## config.mk

```make
export PLATFORM = sky130hd
export DESIGN_NAME = link_tx_sender
export DESIGN_NICKNAME = d
export VERILOG_FILES = /design/src/rtl/link_tx_sender.sv
export SDC_FILE = /design/constraint.sdc
export NUM_CORES = 1
export LEC_CHECK = 0
export CAP_MARGIN = 40
export CORE_UTILIZATION = 47
export CTS_CLUSTER_SIZE = 40
export DETAILED_ROUTE_END_ITERATION = 16
export GPL_TIMING_DRIVEN = 0
export PLACE_DENSITY = 0.93
export SLEW_MARGIN = 20
export SYNTH_ARGS = -nofsm -noshare
export SYNTH_HDL_FRONTEND = slang
export SYNTH_SLANG_ARGS = --single-unit
```

## constraint.sdc

```tcl
create_clock -name clk -period 2.23 [get_ports clk]
set_input_delay 0.669 -clock clk [delete_from_list [all_inputs] [get_ports clk]]
set_output_delay 0.669 -clock clk [all_outputs]
set_load 0.01 [all_outputs]
```

## src/rtl/link_tx_sender.sv

```systemverilog
// TX-side link sender: valid/ready flits out onto a strobe/state framed link with an inter-flit gap.
// Optional statistics counters are built when LINK_TX_STATS_EN is defined.
`ifndef CDATASIZE
`define CDATASIZE 8
`endif

module link_tx_sender #(
  parameter int unsigned CDATASIZE = `CDATASIZE,
  parameter int unsigned GAP_W     = 4
`ifdef LINK_TX_STATS_EN
  , parameter int unsigned STAT_W  = 16
`endif
) (
  input  logic                 clk,
  input  logic                 rst,
  input  logic [GAP_W-1:0]     gap,
  input  logic [CDATASIZE-1:0] in_data,
  input  logic                 in_valid,
  output logic                 in_ready,
  input  logic                 Feedback_p2r,
  output logic [CDATASIZE-1:0] CData_r2p,
  output logic                 Strobe_r2p,
  output logic                 State_r2p,
  output logic                 Clock_r2p
`ifdef LINK_TX_STATS_EN
  , output logic [STAT_W-1:0]  flit_cnt
  , output logic [STAT_W-1:0]  stall_cnt
`endif
);

  typedef enum logic [1:0] {
    READY = 2'd0,
    GAP   = 2'd1,
    STALL = 2'd2
  } state_e;

  state_e                 state_q, state_d;
  logic [GAP_W-1:0]       gap_cnt_q, gap_cnt_d;
  logic [CDATASIZE-1:0]   data_q, data_d;
  logic                   strobe_q, strobe_d;
  logic                   frame_q, frame_d;
  logic                   tail_pend_q, tail_pend_d;
  logic                   fb_meta_q, alert_s_q;
  logic                   accept;

  always_ff @(posedge clk or posedge rst) begin
    if (rst) begin
      fb_meta_q <= 1'b0;
      alert_s_q <= 1'b0;
    end else begin
      fb_meta_q <= Feedback_p2r;
      alert_s_q <= fb_meta_q;
    end
  end

  assign in_ready = (state_q == READY) && !alert_s_q;
  assign accept   = in_valid && in_ready;

  always_comb begin
    state_d     = state_q;
    gap_cnt_d   = gap_cnt_q;
    data_d      = data_q;
    strobe_d    = strobe_q;
    frame_d     = frame_q;
    tail_pend_d = tail_pend_q;

    case (state_q)
      READY: begin
        if (accept) begin
          if (gap != '0) state_d = GAP;
        end else if (alert_s_q) begin
          state_d = STALL;
        end
      end
      GAP: begin
        gap_cnt_d = gap_cnt_q - GAP_W'(1);
        if (gap_cnt_q == GAP_W'(1)) state_d = alert_s_q ? STALL : READY;
      end
      STALL: begin
        if (!alert_s_q) state_d = READY;
      end
      default: state_d = READY;
    endcase

    // A head accepted on the frame-clearing edge keeps the frame up and reloads the tail flag.
    if (accept) begin
      data_d      = in_data;
      strobe_d    = ~strobe_q;
      frame_d     = 1'b1;
      gap_cnt_d   = gap;
      tail_pend_d = in_data[CDATASIZE-1];
    end else if (state_q != GAP && tail_pend_q) begin
      frame_d     = 1'b0;
      tail_pend_d = 1'b0;
    end
  end

  always_ff @(posedge clk or posedge rst) begin
    if (rst) begin
      state_q     <= READY;
      gap_cnt_q   <= '0;
      data_q      <= '0;
      strobe_q    <= 1'b0;
      frame_q     <= 1'b0;
      tail_pend_q <= 1'b0;
    end else begin
      state_q     <= state_d;
      gap_cnt_q   <= gap_cnt_d;
      data_q      <= data_d;
      strobe_q    <= strobe_d;
      frame_q     <= frame_d;
      tail_pend_q <= tail_pend_d;
    end
  end

  assign CData_r2p  = data_q;
  assign Strobe_r2p = strobe_q;
  assign State_r2p  = frame_q;
  assign Clock_r2p  = clk;

`ifdef LINK_TX_STATS_EN
  logic [STAT_W-1:0] flit_cnt_q, flit_cnt_d;
  logic [STAT_W-1:0] stall_cnt_q, stall_cnt_d;

  always_comb begin
    flit_cnt_d  = flit_cnt_q;
    stall_cnt_d = stall_cnt_q;
    if (accept && flit_cnt_q != '1) flit_cnt_d = flit_cnt_q + STAT_W'(1);
    if (state_q == STALL && stall_cnt_q != '1) stall_cnt_d = stall_cnt_q + STAT_W'(1);
  end

  always_ff @(posedge clk or posedge rst) begin
    if (rst) begin
      flit_cnt_q  <= '0;
      stall_cnt_q <= '0;
    end else begin
      flit_cnt_q  <= flit_cnt_d;
      stall_cnt_q <= stall_cnt_d;
    end
  end

  assign flit_cnt  = flit_cnt_q;
  assign stall_cnt = stall_cnt_q;
`endif

endmodule

```

==> results of run 1 <==
-- how the worst min path moves through the flow --
stage / slack (ps) / start / end
6_report: 360 / fb_meta_q$_DFF_PP0_ / alert_s_q$_DFF_PP0_
5_1_grt: 380 / fb_meta_q$_DFF_PP0_ / alert_s_q$_DFF_PP0_
4_1_cts: 370 / fb_meta_q$_DFF_PP0_ / alert_s_q$_DFF_PP0_
3_5_place_dp: 340 / fb_meta_q$_DFF_PP0_ / alert_s_q$_DFF_PP0_
3_3_place_gp: 330 / fb_meta_q$_DFF_PP0_ / alert_s_q$_DFF_PP0_
2_1_floorplan: 330 / fb_meta_q$_DFF_PP0_ / alert_s_q$_DFF_PP0_
-- synth_stat cells (all sizes together) --
library cell / count / share of area, %
a21boi: 1 / 0.89
a21o: 1 / 0.89
a21oi: 1 / 0.59
a221o: 2 / 2.4
and2b: 1 / 0.89
buf: 3 / 2.8
dfrtp: 19 / 56
ha: 2 / 3.0
inv: 3 / 1.3
nand2: 28 / 12
nand2b: 2 / 1.8
nand3: 1 / 0.59
nor2: 3 / 1.3
nor3: 1 / 0.59
nor3b: 1 / 0.89
nor4: 1 / 0.74
nor4b: 1 / 2.8
o22ai: 2 / 2.2
o311ai: 1 / 1.0
or2: 1 / 0.74
or4: 1 / 0.89
or4b: 1 / 1.6
xnor2: 2 / 3.0
-- through the flow --
stage / std cells / total power, mW / hold slack (ps) / setup WS, ps
CTS: 137 / 1.55 / 369 / -3.67
detailed placement: 130 / 1.23 / 342 / -116
floorplan: 79 / 0.915 / 331 / 327
finish: 136 / 1.49 / 363 / 123
global route: 136 / 1.59 / 382 / 98.9
global placement: 130 / 1.21 / 334 / -116
-- metal layers --
layer,GRT usage (%),vias up,wire [um]
li1,-,328,-
met1,27.1,320,777
met2,32.1,20,889
met3,12.2,4,110
met4,16.4,0,18
met5,0,-,0
-- cells in the final DEF, fill, tap and decap left out, drive strengths merged --
| cell type | instances |
|---|---|
| clkbuf | 5 |
| nor3 | 1 |
| o22ai | 2 |
| nor4 | 1 |
| buf | 4 |
| clkinvlp | 1 |
| nor2 | 3 |
| inv | 3 |
| dlygate4sd2 | 1 |
| or4b | 1 |
| a221o | 2 |
| nand3 | 1 |
| dfrtp | 19 |
| a21oi | 1 |
| nand2b | 2 |
| and2b | 1 |
| nor3b | 1 |
| xnor2 | 2 |
| or2 | 1 |
| clkdlybuf4s50 | 25 |
| nand2 | 28 |
| or4 | 1 |
| ha | 2 |
| o311ai | 1 |
| nor4b | 1 |
| a21boi | 1 |
| a21o | 1 |
-- logic make-up after synthesis --
family	Yosys count	share of synthesized area (%)
adder cells (fa/ha/maj)	2	2.97
AND/OR/NAND/NOR	42	25.4
AO/OA/AOI/OAI	8	8.02
flip-flops	19	56.5
XOR/XNOR	2	2.97
buffers and inverters	6	4.16
-- report_power, final --
part	internal (mW)	switching [mW]	leakage (nW)	total [mW]
registers	0.483	0.116	0.232	0.600
clock network	0.175	0.155	0.0353	0.330
logic	0.322	0.237	0.293	0.559
-- sequential cells by signal, indices dropped and copies added, names as in the netlist --
register and cells:
State_r2p 1, Strobe_r2p 1, alert_s_q 1, tail_pend_q 1, CData_r2p 8, gap_cnt_q 4, state_q 2, fb_meta_q 1
-- repair_timing --
action | 4_1_cts | 5_1_grt
pin swaps | 0 | 0
endpoints found under the setup margin | 2 | 1
resized for setup | 7 | 0
-- cell type report --
| cell class | count | area, um2 |
|---|---|---|
| buffer | 3 | 27.5 |
| clock buffer | 6 | 48.8 |
| timing repair buffer | 26 | 259 |
| multi-input combinational | 54 | 332 |
| fill | 109 | 403 |
| sequential | 19 | 475 |
| inverter | 3 | 11.3 |
| clock inverter | 1 | 7.51 |
| tap | 24 | 30.0 |
==> results.sh, run 1 <==
export IMPL_outcome="finished, final reports clean"
export IMPL_design_die_area_um2=1960
export IMPL_grt_start_max_net_pins=20
export IMPL_path_max_fanout=2
export IMPL_postSynthNetCount=97
export IMPL_area_growth_pct=41.5
export IMPL_drive_gt1_share_pct=14.3
export IMPL_design_final_nets=131
export IMPL_clk_insertion_delay_late_ps=420
export IMPL_antenna_violations_before_repair=0
export IMPL_cp_start_kind="clock port"
export IMPL_max_stage_delay_ps=110
export IMPL_yosysWarningCount=0
export IMPL_number_of_global_route_vias_before_repair=714
export IMPL_fraction_of_the_yosys_area_taken_by_sequential_cells_pct=56.5
export IMPL_drt_iter0_drcs=9
export IMPL_setup_tns_ps=0
export IMPL_syn_instance_count=79
export IMPL_grt_first_pass_wirelength_um=3030
export IMPL_gp_routability_congestion=0.856
export IMPL_critical_path_most_common_cell="sky130_fd_sc_hd__buf_6"
export IMPL_synth_cell_type_count=28
export IMPL_timing_critical_path_from="clk"
export IMPL_syn_mean_instance_area_um2=10.7
export IMPL_worst_ep_arrival_time_ps=1440
export IMPL_die_w_um=44.3
export IMPL_power_density_nw_per_um2=1250
export IMPL_tritoncts="done"
export IMPL_critical_path_top_delay_family="buffers and inverters"
export IMPL_postLayoutCellArea_um2=1190
export IMPL_antenna_violating_nets_post_route=0
export IMPL_global_route_overflow_total=0
export IMPL_final_max_slew_viol_count=0
export IMPL_grt_use_total_pct=23.1
export IMPL_critPathKind="clk2out"
export IMPL_worst_r2r_endpoint="Strobe_r2p$_DFFE_PP0P_"
export IMPL_detailedPlacementHpwl_um=1290
export IMPL_endpoint="Clock_r2p"
export IMPL_clock_skew_final_ps=4.16
export IMPL_quantity_of_i_o_buffers_inserted_on_ports=27
export IMPL_crit_path_cell_trace="clkbuf_4 -> buf_6 -> buf_6"
export IMPL_worst_pin_slew_ps=698
export IMPL_cp_num_cells=3
export IMPL_design_portCount=28
export IMPL_setup_repair_after_global_routing_missed_its_margin="false"
export IMPL_timing_hold_violations_final=0
export IMPL_hold_path_depth=0
export IMPL_number_of_iterations_in_the_first_detailed_routing_pass=4
export IMPL_syn_cell_area_um2=842
export IMPL_maxSlewHeadroom_pct=53.4
export IMPL_utilization_pct=74.7
export IMPL_routedWlPerCell_um=13.2
export IMPL_ctsHoldBuffers=0
export IMPL_post_cts_repair_setup_buffers=0
export IMPL_worstPathRequired_ps=1560
export IMPL_number_of_buffer_and_inverter_instances_along_the_worst_setup_path=3
export IMPL_timing_max_cap_violations=0
export IMPL_worst_setup_slack_for_register_to_register_paths_ps=790
export IMPL_clk_pin_slew_worst_paths_ps=110
export IMPL_die_h_um=44.3
export IMPL_number_of_antenna_repair_diodes=0
export IMPL_synth_seq_cells=19
export IMPL_p_leak_nw=0.560
export IMPL_crit_reg2reg_launch="state_q[1]$_DFFE_PP0P_"
export IMPL_min_delay_path_class="reg2reg"
export IMPL_worst_path_max_delay_cell="sky130_fd_sc_hd__clkbuf_4"
export IMPL_place_area_um2=1140
export IMPL_cp_end_kind="primary output"
export IMPL_drt_drc_violations_left=0
export IMPL_vdd_ir_drop_worst_uv=931
export IMPL_initial_utilization_pct=52.8
export IMPL_routed_via_count=672
export IMPL_worst_r2r_path_depth=3
export IMPL_core_region_area_um2=1590
export IMPL_vias_per_cell=4.94
export IMPL_setup_viol=0
export IMPL_postRouteWirelength_um=1800
export IMPL_placement_rows=14
Note: power is estimated with default switching activity, not from simulation.
==> inputs of run 2 (changes only) <==
CORE_MARGIN = 1.5   (was not set)
==> results.sh, run 2 (synthesized netlist as in run 1, its figures left out) <==
export IMPL_outcome="finished, final reports clean"
export IMPL_critical_path_top_delay_family="buffers and inverters"
export IMPL_vias_per_cell=5.01
export IMPL_worst_path_max_delay_cell="sky130_fd_sc_hd__clkbuf_4"
export IMPL_antenna_violating_nets_post_route=0
export IMPL_postRouteWirelength_um=1790
export IMPL_power_density_nw_per_um2=1230
export IMPL_design_final_nets=131
export IMPL_timing_hold_violations_final=0
export IMPL_number_of_antenna_repair_diodes=0
export IMPL_worst_ep_arrival_time_ps=1460
export IMPL_drive_gt1_share_pct=14.3
export IMPL_number_of_buffer_and_inverter_instances_along_the_worst_setup_path=3
export IMPL_drt_iter0_drcs=16
export IMPL_p_total_mw=1.46
export IMPL_final_max_slew_viol_count=0
export IMPL_utilization_pct=69.5
export IMPL_min_delay_path_class="reg2reg"
export IMPL_routedWlPerCell_um=13.1
export IMPL_place_area_um2=1140
export IMPL_worstPathRequired_ps=1560
export IMPL_routed_via_count=686
export IMPL_quantity_of_i_o_buffers_inserted_on_ports=27
export IMPL_vdd_ir_drop_worst_uv=679
export IMPL_detailedPlacementHpwl_um=1300
export IMPL_fillCellCount=126
export IMPL_post_cts_repair_setup_buffers=0
export IMPL_grt_use_total_pct=20.9
export IMPL_grt_start_max_net_pins=20
export IMPL_global_route_overflow_total=0
export IMPL_cp_start_kind="clock port"
export IMPL_timing_max_cap_violations=0
export IMPL_area_growth_pct=40.9
export IMPL_clk_pin_slew_worst_paths_ps=100
export IMPL_dp_worst_setup_slack_ps=-116
export IMPL_setup_viol=0
export IMPL_tritoncts="done"
export IMPL_number_of_iterations_in_the_first_detailed_routing_pass=4
export IMPL_largest_register_ff_count=8
export IMPL_cp_end_kind="primary output"
export IMPL_critical_path_most_common_cell="sky130_fd_sc_hd__clkbuf_4"
export IMPL_core_region_area_um2=1710
export IMPL_max_stage_delay_ps=120
export IMPL_setup_slack_ps=105
export IMPL_ctsResizeCount=6
export IMPL_path_max_fanout=2
export IMPL_drt_drc_violations_left=0
export IMPL_design_portCount=28
export IMPL_clock_skew_final_ps=2.01
export IMPL_layout_commonest_cell="sky130_fd_sc_hd__nand2_1"
export IMPL_die_h_um=45.3
export IMPL_maxSlewHeadroom_pct=53.3
export IMPL_number_of_global_route_vias_before_repair=693
export IMPL_worst_pin_slew_ps=700
export IMPL_postLayoutCellArea_um2=1190
export IMPL_design_die_area_um2=2050
export IMPL_ctsHoldBuffers=0
export IMPL_placement_rows=15
export IMPL_setup_repair_after_global_routing_missed_its_margin="false"
export IMPL_grt_first_pass_wirelength_um=2840
export IMPL_initial_utilization_pct=49.3
export IMPL_crit_path_cell_trace="clkbuf_4 -> clkbuf_4 -> buf_6"
export IMPL_critPathKind="clk2out"
export IMPL_layout_common_cells="sky130_fd_sc_hd__nand2_1 (28), sky130_fd_sc_hd__clkdlybuf4s50_1 (25), sky130_fd_sc_hd__dfrtp_1 (18)"
export IMPL_die_w_um=45.3
export IMPL_p_leak_nw=0.559
export IMPL_gp_routability_congestion=0.862
export IMPL_antenna_violations_before_repair=0
export IMPL_clk_insertion_delay_late_ps=400
run 2: cell count changes in the layout (fill, tap and decap cells not counted):
cell,before,now
sky130_fd_sc_hd__clkbuf_4,5,6
sky130_fd_sc_hd__dfrtp_2,0,1
sky130_fd_sc_hd__dfrtp_1,19,18
sky130_fd_sc_hd__buf_6,3,2
sky130_fd_sc_hd__clkinvlp_4,1,0
sky130_fd_sc_hd__clkbuf_1,0,1
run 2: layout make-up:
type / instances / area [um2] / share of cell area (%)
plain buffers: 2 / 16.3 / 1.37
clock buffers: 8 / 60.1 / 5.06
inverters: 3 / 11.3 / 0.949
multi-input cells: 54 / 332 / 28.0
flip-flops and latches: 19 / 477 / 40.2
well taps: 25 / 31.3 / 2.64
repair buffers: 26 / 259 / 21.8
run 2: worst paths after layout:
| path | startpoint | end | slack (ps) | cells after the start |
|---|---|---|---|---|
| worst min-delay path | fb_meta_q$_DFF_PP0_ | alert_s_q$_DFF_PP0_ | 370 | 0 |
| worst min register to register | fb_meta_q$_DFF_PP0_ | alert_s_q$_DFF_PP0_ | 370 | 0 |
| max in group asynchronous | rst | state_q[1]$_DFFE_PP0P_ | 1070 | 2 |
| min in group asynchronous | rst | CData_r2p[2]$_DFFE_PP0P_ | 680 | 2 |
| worst max register to register | state_q[1]$_DFFE_PP0P_ | Strobe_r2p$_DFFE_PP0P_ | 800 | 3 |
| worst max-delay path | clk | Clock_r2p | 110 | 3 |
run 2: metal layers:
layer	GRT usage, %	wire length, um
met5	0	0
met4	21.8	51
met3	7.20	114
met2	30.0	919
met1	23.0	704
run 2: power by group:
part / internal [mW] / leakage [nW] / switching (mW)
sequential: 0.485 / 0.231 / 0.117
clock: 0.162 / 0.0348 / 0.137
combinational: 0.322 / 0.293 / 0.237
total: 0.969 / 0.559 / 0.490
run 2: metrics by stage:
stage / std cells / hold WS, ps / TNS [ps]
detailed placement: 131 / 349 / -116
global placement: 131 / 334 / -116
global route: 137 / 375 / 0
finish: 137 / 367 / 0
floorplan: 79 / 331 / 0
CTS: 138 / 374 / -28.8
==> inputs of run 3 (changes only) <==
MAX_ROUTING_LAYER = met4   (was not set)
==> results of run 3 <==
No change in the layout: final DEF, timing and power equal those of run 2.
Main changes from that run: final weighted congestion in routability-driven placement 0.862 -> 0.876; overall routing resource usage 20.9% -> 21.5%
